==> config.mk <==
export PLATFORM = sky130hd
export DESIGN_NAME = tmr_error_monitor
export DESIGN_NICKNAME = d
export VERILOG_FILES = /design/src/rtl/tmr_error_monitor.sv
export SDC_FILE = /design/constraint.sdc
export NUM_CORES = 1
export LEC_CHECK = 0
export CORE_AREA = 2 2 100 102
export CTS_CLUSTER_DIAMETER = 40
export DETAILED_ROUTE_END_ITERATION = 16
export DIE_AREA = 0 0 102 104
export GPL_TIMING_DRIVEN = 0
export PLACE_DENSITY = 0.84
export SLEW_MARGIN = 5
export SYNTH_ARGS = -nofsm -noshare
export SYNTH_HDL_FRONTEND = slang
export SYNTH_SLANG_ARGS = --single-unit
==> constraint.sdc <==
create_clock -name clk -period 1.79 [get_ports clk]
set_clock_uncertainty 0.1 [all_clocks]
set_input_delay 0.358 -clock clk [delete_from_list [all_inputs] [get_ports clk]]
set_output_delay 0.358 -clock clk [all_outputs]
set_load 0.01 [all_outputs]
==> src/rtl/tmr_error_monitor.sv <==
// -----------------------------------------------------------------------------
// tmr_error_monitor
//
// Checking end of a triplicated signal path. Votes the three copies of a
// WIDTH-bit bus bitwise, registers the majority, flags which copies disagreed,
// counts per-lane error cycles with saturating counters, and holds the most
// recent unread error event in a one-entry register with a valid/ready
// readout. A sticky flag records events dropped while the register was full.
//
// Ports
//   clk        in   rising-edge clock
//   rst        in   synchronous active-high reset, overrides everything
//   inA/B/C    in   WIDTH   the three copies of the triplicated bus
//   clr        in   synchronous clear of the counters and evt_lost
//   voted      out  WIDTH   registered bitwise majority
//   errA/B/C   out  registered: that copy differed from the majority last sample
//   cntA/B/C   out  CNT_WIDTH  saturating count of error cycles per copy
//   evt_valid  out  event register holds an unread event
//   evt_ready  in   consumer accepts the held event
//   evt_lanes  out  3       {C,B,A} lanes in error for the held event
//   evt_mask   out  WIDTH   bits where any lane disagreed for the held event
//   evt_lost   out  sticky: an event was dropped because the register was full
// -----------------------------------------------------------------------------
module tmr_error_monitor #(
  parameter int WIDTH     = 8,
  parameter int CNT_WIDTH = 16
) (
  input  logic                 clk,
  input  logic                 rst,
  input  logic [WIDTH-1:0]     inA,
  input  logic [WIDTH-1:0]     inB,
  input  logic [WIDTH-1:0]     inC,
  input  logic                 clr,
  output logic [WIDTH-1:0]     voted,
  output logic                 errA,
  output logic                 errB,
  output logic                 errC,
  output logic [CNT_WIDTH-1:0] cntA,
  output logic [CNT_WIDTH-1:0] cntB,
  output logic [CNT_WIDTH-1:0] cntC,
  output logic                 evt_valid,
  input  logic                 evt_ready,
  output logic [2:0]           evt_lanes,
  output logic [WIDTH-1:0]     evt_mask,
  output logic                 evt_lost
);

  typedef enum logic {
    EMPTY = 1'b0,
    FULL  = 1'b1
  } evt_state_t;

  localparam logic [CNT_WIDTH-1:0] CNT_MAX = '1;

  evt_state_t       state;
  logic [WIDTH-1:0] maj;
  logic [WIDTH-1:0] mask_a;
  logic [WIDTH-1:0] mask_b;
  logic [WIDTH-1:0] mask_c;
  logic             err_a;
  logic             err_b;
  logic             err_c;
  logic             err_any;

  // Vote and mismatch detection. At most one lane can disagree on any given
  // bit, but different bits may implicate different lanes.
  always_comb begin
    maj     = (inA & inB) | (inA & inC) | (inB & inC);
    mask_a  = inA ^ maj;
    mask_b  = inB ^ maj;
    mask_c  = inC ^ maj;
    err_a   = |mask_a;
    err_b   = |mask_b;
    err_c   = |mask_c;
    err_any = err_a | err_b | err_c;
  end

  assign evt_valid = (state == FULL);

  // NOTE: every state register uses non-blocking assignment so all of them
  // update together from the same pre-edge values; blocking here would let
  // later statements see already-updated state.
  always_ff @(posedge clk) begin
    if (rst) begin
      voted     <= '0;
      errA      <= 1'b0;
      errB      <= 1'b0;
      errC      <= 1'b0;
      cntA      <= '0;
      cntB      <= '0;
      cntC      <= '0;
      state     <= EMPTY;
      evt_lanes <= '0;
      evt_mask  <= '0;
      evt_lost  <= 1'b0;
    end else begin
      voted <= maj;
      errA  <= err_a;
      errB  <= err_b;
      errC  <= err_c;

      // Counters stick at all-ones; clr takes priority over an increment.
      if (clr)                          cntA <= '0;
      else if (err_a && cntA != CNT_MAX) cntA <= cntA + 1'b1;
      if (clr)                          cntB <= '0;
      else if (err_b && cntB != CNT_MAX) cntB <= cntB + 1'b1;
      if (clr)                          cntC <= '0;
      else if (err_c && cntC != CNT_MAX) cntC <= cntC + 1'b1;

      // A pop and a push in the same cycle replace the event without loss.
      // The register only drops an event when it is full and not being read.
      unique case (state)
        EMPTY: begin
          if (err_any) begin
            evt_lanes <= {err_c, err_b, err_a};
            evt_mask  <= mask_a | mask_b | mask_c;
            state     <= FULL;
          end
        end
        FULL: begin
          if (evt_ready) begin
            if (err_any) begin
              evt_lanes <= {err_c, err_b, err_a};
              evt_mask  <= mask_a | mask_b | mask_c;
            end else begin
              state <= EMPTY;
            end
          end
        end
        default: state <= EMPTY;
      endcase

      // clr wins over a loss detected in the same cycle.
      if (clr)
        evt_lost <= 1'b0;
      else if (state == FULL && !evt_ready && err_any)
        evt_lost <= 1'b1;
    end
  end

endmodule

## Word level (Yosys, flattened, before mapping)

Index checks and enable logic that the tools add are counted.

| storage, ports and cells | value |
|---|---|
| bits in registers | 72 |
| input bits | 28 |
| output and inout port bits | 72 |
| word-level logic and storage cells | 50 |

| operators by class | value |
|---|---|
| $add $sub $neg | 3 |
| equality and inequality tests | 4 |
| muxes and demuxes | 9 |
| bitwise logic cells | 13 |
| reductions and logical operators | 10 |

Operator list:

| kind | number |
|---|---|
| adder 16 x 1 -> 16 bit, second input constant | 3 |
| != test 16 bit, second input constant | 3 |
| bitwise OR 8 bit | 4 |
| AND 8 bit | 3 |
| OR reduction 8 bit | 3 |
| bitwise XOR 8 bit | 3 |
| two-way mux 8 bit | 2 |
| one-hot mux 8 bit (2 select lines) | 1 |
| two-way mux 3 bit | 2 |
| one-hot mux 3 bit (2 select lines) | 1 |
| logical AND 1 bit | 5 |
| two-way mux 1 bit | 2 |
| != test 2 bit, second input constant | 1 |
| bitwise OR 1 bit | 2 |
| one-hot mux 1 bit (2 select lines) | 1 |
| OR reduction 2 bit | 1 |
| zero test 1 bit | 1 |
| inverter 1 bit | 1 |

## Longest topological paths before layout

| logic depth | value |
|---|---|
| depth in word-level cells | 10 |
| depth in mapped cells | 8 |
| mapped depth without buffers | 5 |

## Worst setup path after synthesis

Ideal clock, no wire load.

| path | value |
|---|---|
| path type | reg2reg |
| from | reg cntA[0] |
| to | reg cntA[9] |
| setup time | 0.118 ns |
| arrival time | 1.775 ns |
| required time | 1.572 ns |
| slack | -0.204 ns |
| stages on the path, launching flop included | 6 |
| path buffers | 0 |
| clock period less this slack | 1.994 ns |
| cell sequence | dfxtp_1 ha_1 nand3_1 or4_1 and4_1 mux2i_1 |

| on the way | value |
|---|---|
| longest elaborated chain between the ends | 2 |
| elaborated cells between the ends (all ways) | 3 |
| classes of those cells | 1 x add/sub; 1 x eq/ne; 1 x reduce/logical |

Ends and longest elaborated chain:

| element | line | RTL |
|---|---|---|
| start: declaration | 38 | `output logic [CNT_WIDTH-1:0] cntA,` |
| start signal: assignment | 104 | `else if (err_a && cntA != CNT_MAX) cntA <= cntA + 1'b1;` |
| parallel branches: the longest is 2 deep, another holds adder 16 x 1 -> 16 bit | - |  |

Parallel ways; which one is timed is not known.
A chain may end at the register's enable or synchronous reset.

## Worst setup path in the final report

| path | value |
|---|---|
| from | in inB[2] |
| to | reg cntC[14] |

| on the way | value |
|---|---|
| longest elaborated chain between the ends | 6 |
| elaborated cells between the ends (all ways) | 7 |
| classes of those cells | 5 x bitwise; 2 x reduce/logical |

Ends and longest elaborated chain:

| element | line | RTL |
|---|---|---|
| start: declaration | 31 | `input logic [WIDTH-1:0] inB,` |
| AND 8 bit | 68 | `maj = (inA & inB) \| (inA & inC) \| (inB & inC);` |
| bitwise OR 8 bit | 68 |  |
| bitwise OR 8 bit (*) | 68 |  |
| bitwise XOR 8 bit (*) | 71 | `mask_c = inC ^ maj;` |
| OR reduction 8 bit (*) | 74 | `err_c = \|mask_c;` |
| logical AND 1 bit (*) | 108 | `else if (err_c && cntC != CNT_MAX) cntC <= cntC + 1'b1;` |
| end signal: assignment | 108 |  |
| end: declaration | 40 | `output logic [CNT_WIDTH-1:0] cntC,` |

Every way passes the cells marked *; elsewhere a longest branch is shown, timed or not.

==> impl_results.md <==
* DIE AREA at about 0.011 mm2
* Wire per inst at between 20 and 25 um
* R2r endpoint: cntC[14]$_SDFFE_PP0P_
* Starting density of the core at ~44%
* Clock Tree Buf Depth at 2
* Final Hold Fails at 0
* Clk sinks at 72
* Hold Buf Count CTS at 0
* TritonCTS buffer count at 9
* FMAX at ~540 MHz
* Synth async-reset ratio at 0%
* Count leader, synth: dfxtp_1
* P_leak at approximately 0.0026 uW
* Final worst slack at -0.0527 ns
* CTS root buf: clkbuf_8
* Number of synthesized flops with an enable pin at 0
* CTS tree: yes
* Synth top area share at around 35%
* Most frequent cells after synthesis: dfxtp_1, a21oi_1, nand2_1
* WHS Path Cells at 3
* Gpl congestion at 0.896
* Power per cell area at around 570 mW/mm2
* R2R Setup Slk at -0.05 ns
* Die Y at 104 um
* VDD IR max at around 0.36 mV
* Fin crit period at 1.84 ns
* Status: complete, but fails checks
* Largest area contributor in the netlist: dfxtp_1
* First-pass GRT wire length at 22400 um
* Measured slew at the worst slew-check pin at roughly 0.54 ns
* Port Buf Inserts at 99
* Share of cells above drive strength 1 at between 40% and 50%
* Top FF cell, synth: dfxtp_1
* Grt ovf at 0
* Max transition margin at 63.3%
* Largest net degree at the start of global routing at 14
* Pins over their slew limit at 0
* # diodes at 0
* FILL cells at about 680
* Post-Route WL at between 15000 and 20000 um
* CP startpoint kind: input port
* Failing checks: setup timing
* Yosys Warn Count at 0
* R2R cell count at 5
* Tightest Hold Check Type: in2reg
* Ranking of synthesized cells by area: dfxtp_1, a21oi_1, or4_1
* Vias in the first global route at around 4600
* Mapped Area at between 0.004 and 0.005 mm2
* Worst EP required at around 1.9 ns
* Num rows at 36
* Die W at between 100 and 150 um
* CP Capture Type: flip-flop
* Critical path endpoint: cntC[14]$_SDFFE_PP0P_
* Cell variety after synth at 56
* HPWL Detailed at a little over 9000 um
* Clk_lat worst skew at about 0.36 ns
* H-tree Lvls at 3
* Setup violators final at 18
* Unrepaired setup endpoints after global routing: yes
* I/O pins at 100
* Sequential-to-total area share from yosys stat at roughly a third
* CP Class: in2reg
* Via-to-Cell Ratio at 6.42
* Global-route usage over all layers at 26.0%
* First DRT Iteration DRCs at about 390
* Residual DRC at 0
* CP Data Arrival Time at just under 2 ns
* Max_cap viols at 0
* Mean Syn Cell Area at between 8 and 9 um2
* Critical R2R Launch: cntC[0]$_SDFFE_PP0P_
* Post-route ant nets at 0
* Final hold slack at ~0.16 ns
* Hold path start: inB[2]
* CTS clk-pin slew, worst paths at approximately 0.08 ns
* Crit Path Max Fanout at 4
* Post-synthesis register bit count at 72
* DR pass1 iterations at 6
* Net count of the finished layout at a little under 700
* TNS Setup at -0.301 ns
* Fin crit share at 103%
* Worst setup startpoint: inB[2]
* Via count at about 5000
* Area Growth Syn to Fin at 62.2%
* Core Area at 0.00955 mm2
* Initial antenna violation count at 0
* Synth Instances at 496
* Post-Syn Nets at approximately 530
-- registers in the layout (all words and copies together), names as in the netlist --
signal     count
voted          8
cntA          16
evt_lost       1
cntB          16
evt_lanes      3
evt_mask       8
evt_valid      1
errA           1
cntC          16
errC           1
errB           1
-- kinds of logic (layout without fill, tap and decap cells) --
group           after synthesis  in the layout  share of synthesized area, %
simple gates                238            238                          36.1
compound gates              140            140                          22.0
flops                        72             72                          34.6
buf+inv                      37            199                          4.95
mux                           6              6                          1.44
fa+ha+maj                     3              3                         0.900
-- where the power goes --
group | internal (uW) | switching, uW
Sequential | 1640 | 48.2
Combinational | 424 | 430
Clock | 675 | 659
Total | 2740 | 1140
-- cells in the final DEF (no fill, tap or decap), drive strengths merged, types with 9 or more instances in the layout --
cell type,n
and3,18
dfxtp,72
buf,91
nand3b,9
nor3,19
and4,9
clkbuf,22
or3,10
nor4,10
o31ai,27
a21oi,46
nand4,23
or4,31
nand2,32
o21ai,23
nand3,29
clkdlybuf4s50,66
nor2b,11
-- worst min path at each step --
stage | to | slack, ns
floorplan | cntB[5]$_SDFFE_PP0P_ | 0.38
global placement | cntB[5]$_SDFFE_PP0P_ | 0.37
detailed placement | cntB[5]$_SDFFE_PP0P_ | 0.38
CTS | voted[1]$_SDFF_PP0_ | 0.16
global route | voted[2]$_SDFF_PP0_ | 0.16
finish | voted[2]$_SDFF_PP0_ | 0.16
-- layer usage --
layer  up-vias  share of wire (%)  global-route usage [%]
li1       2284                  -                       -
met1      2393                 39                    32.5
met2       318                 49                    43.8
met3        84                8.3                    4.37
met4         0                4.2                    10.8
met5         -                  0                       0
-- per-stage QoR --
step / power (uW) / instance area (um2) / setup slack [ns] / utilization, % / std cells
floorplan: 2080 / 4340 / -0.134 / - / 496
global placement: 2380 / 5490 / -0.970 / 57.5 / 728
detailed placement: 2400 / 5490 / -1.04 / 57.5 / 728
CTS: 3750 / 6210 / -0.0316 / 65.0 / 775
global route: 3980 / 6760 / -0.0892 / 70.8 / 791
finish: 3870 / 6760 / -0.0527 / 70.8 / 791
-- critical path, cell delays in order --
cell,delay [ns]
buf_8,0.10
buf_6,0.11
or3b_1,0.36
nand4_1,0.15
nor4_4,0.11
buf_4,0.18
o311ai_0,0.52
nand2_1,0.09
-- area by class of cell --
class                   count  area (um2)  share of cell area [%]
clock buffers              10         138                    2.04
plain buffers              27         267                    3.94
multi-input cells         387        3080                    45.5
flip-flops and latches     72        1540                    22.7
inverters                   5        18.8                   0.278
clock inverters             6        58.8                   0.870
well taps                 133         166                    2.46
repair buffers            151        1500                    22.2
-- what timing repair did --
| action | in CTS | in global routing |
|---|---|---|
| gates resized for setup | 242 | 121 |
| gates cloned | 4 | 3 |
| setup buffers | 30 | 15 |
| setup endpoints to repair | 80 | 83 |
| pin swaps | 41 | 42 |
Note: power is estimated with default switching activity, not from simulation.
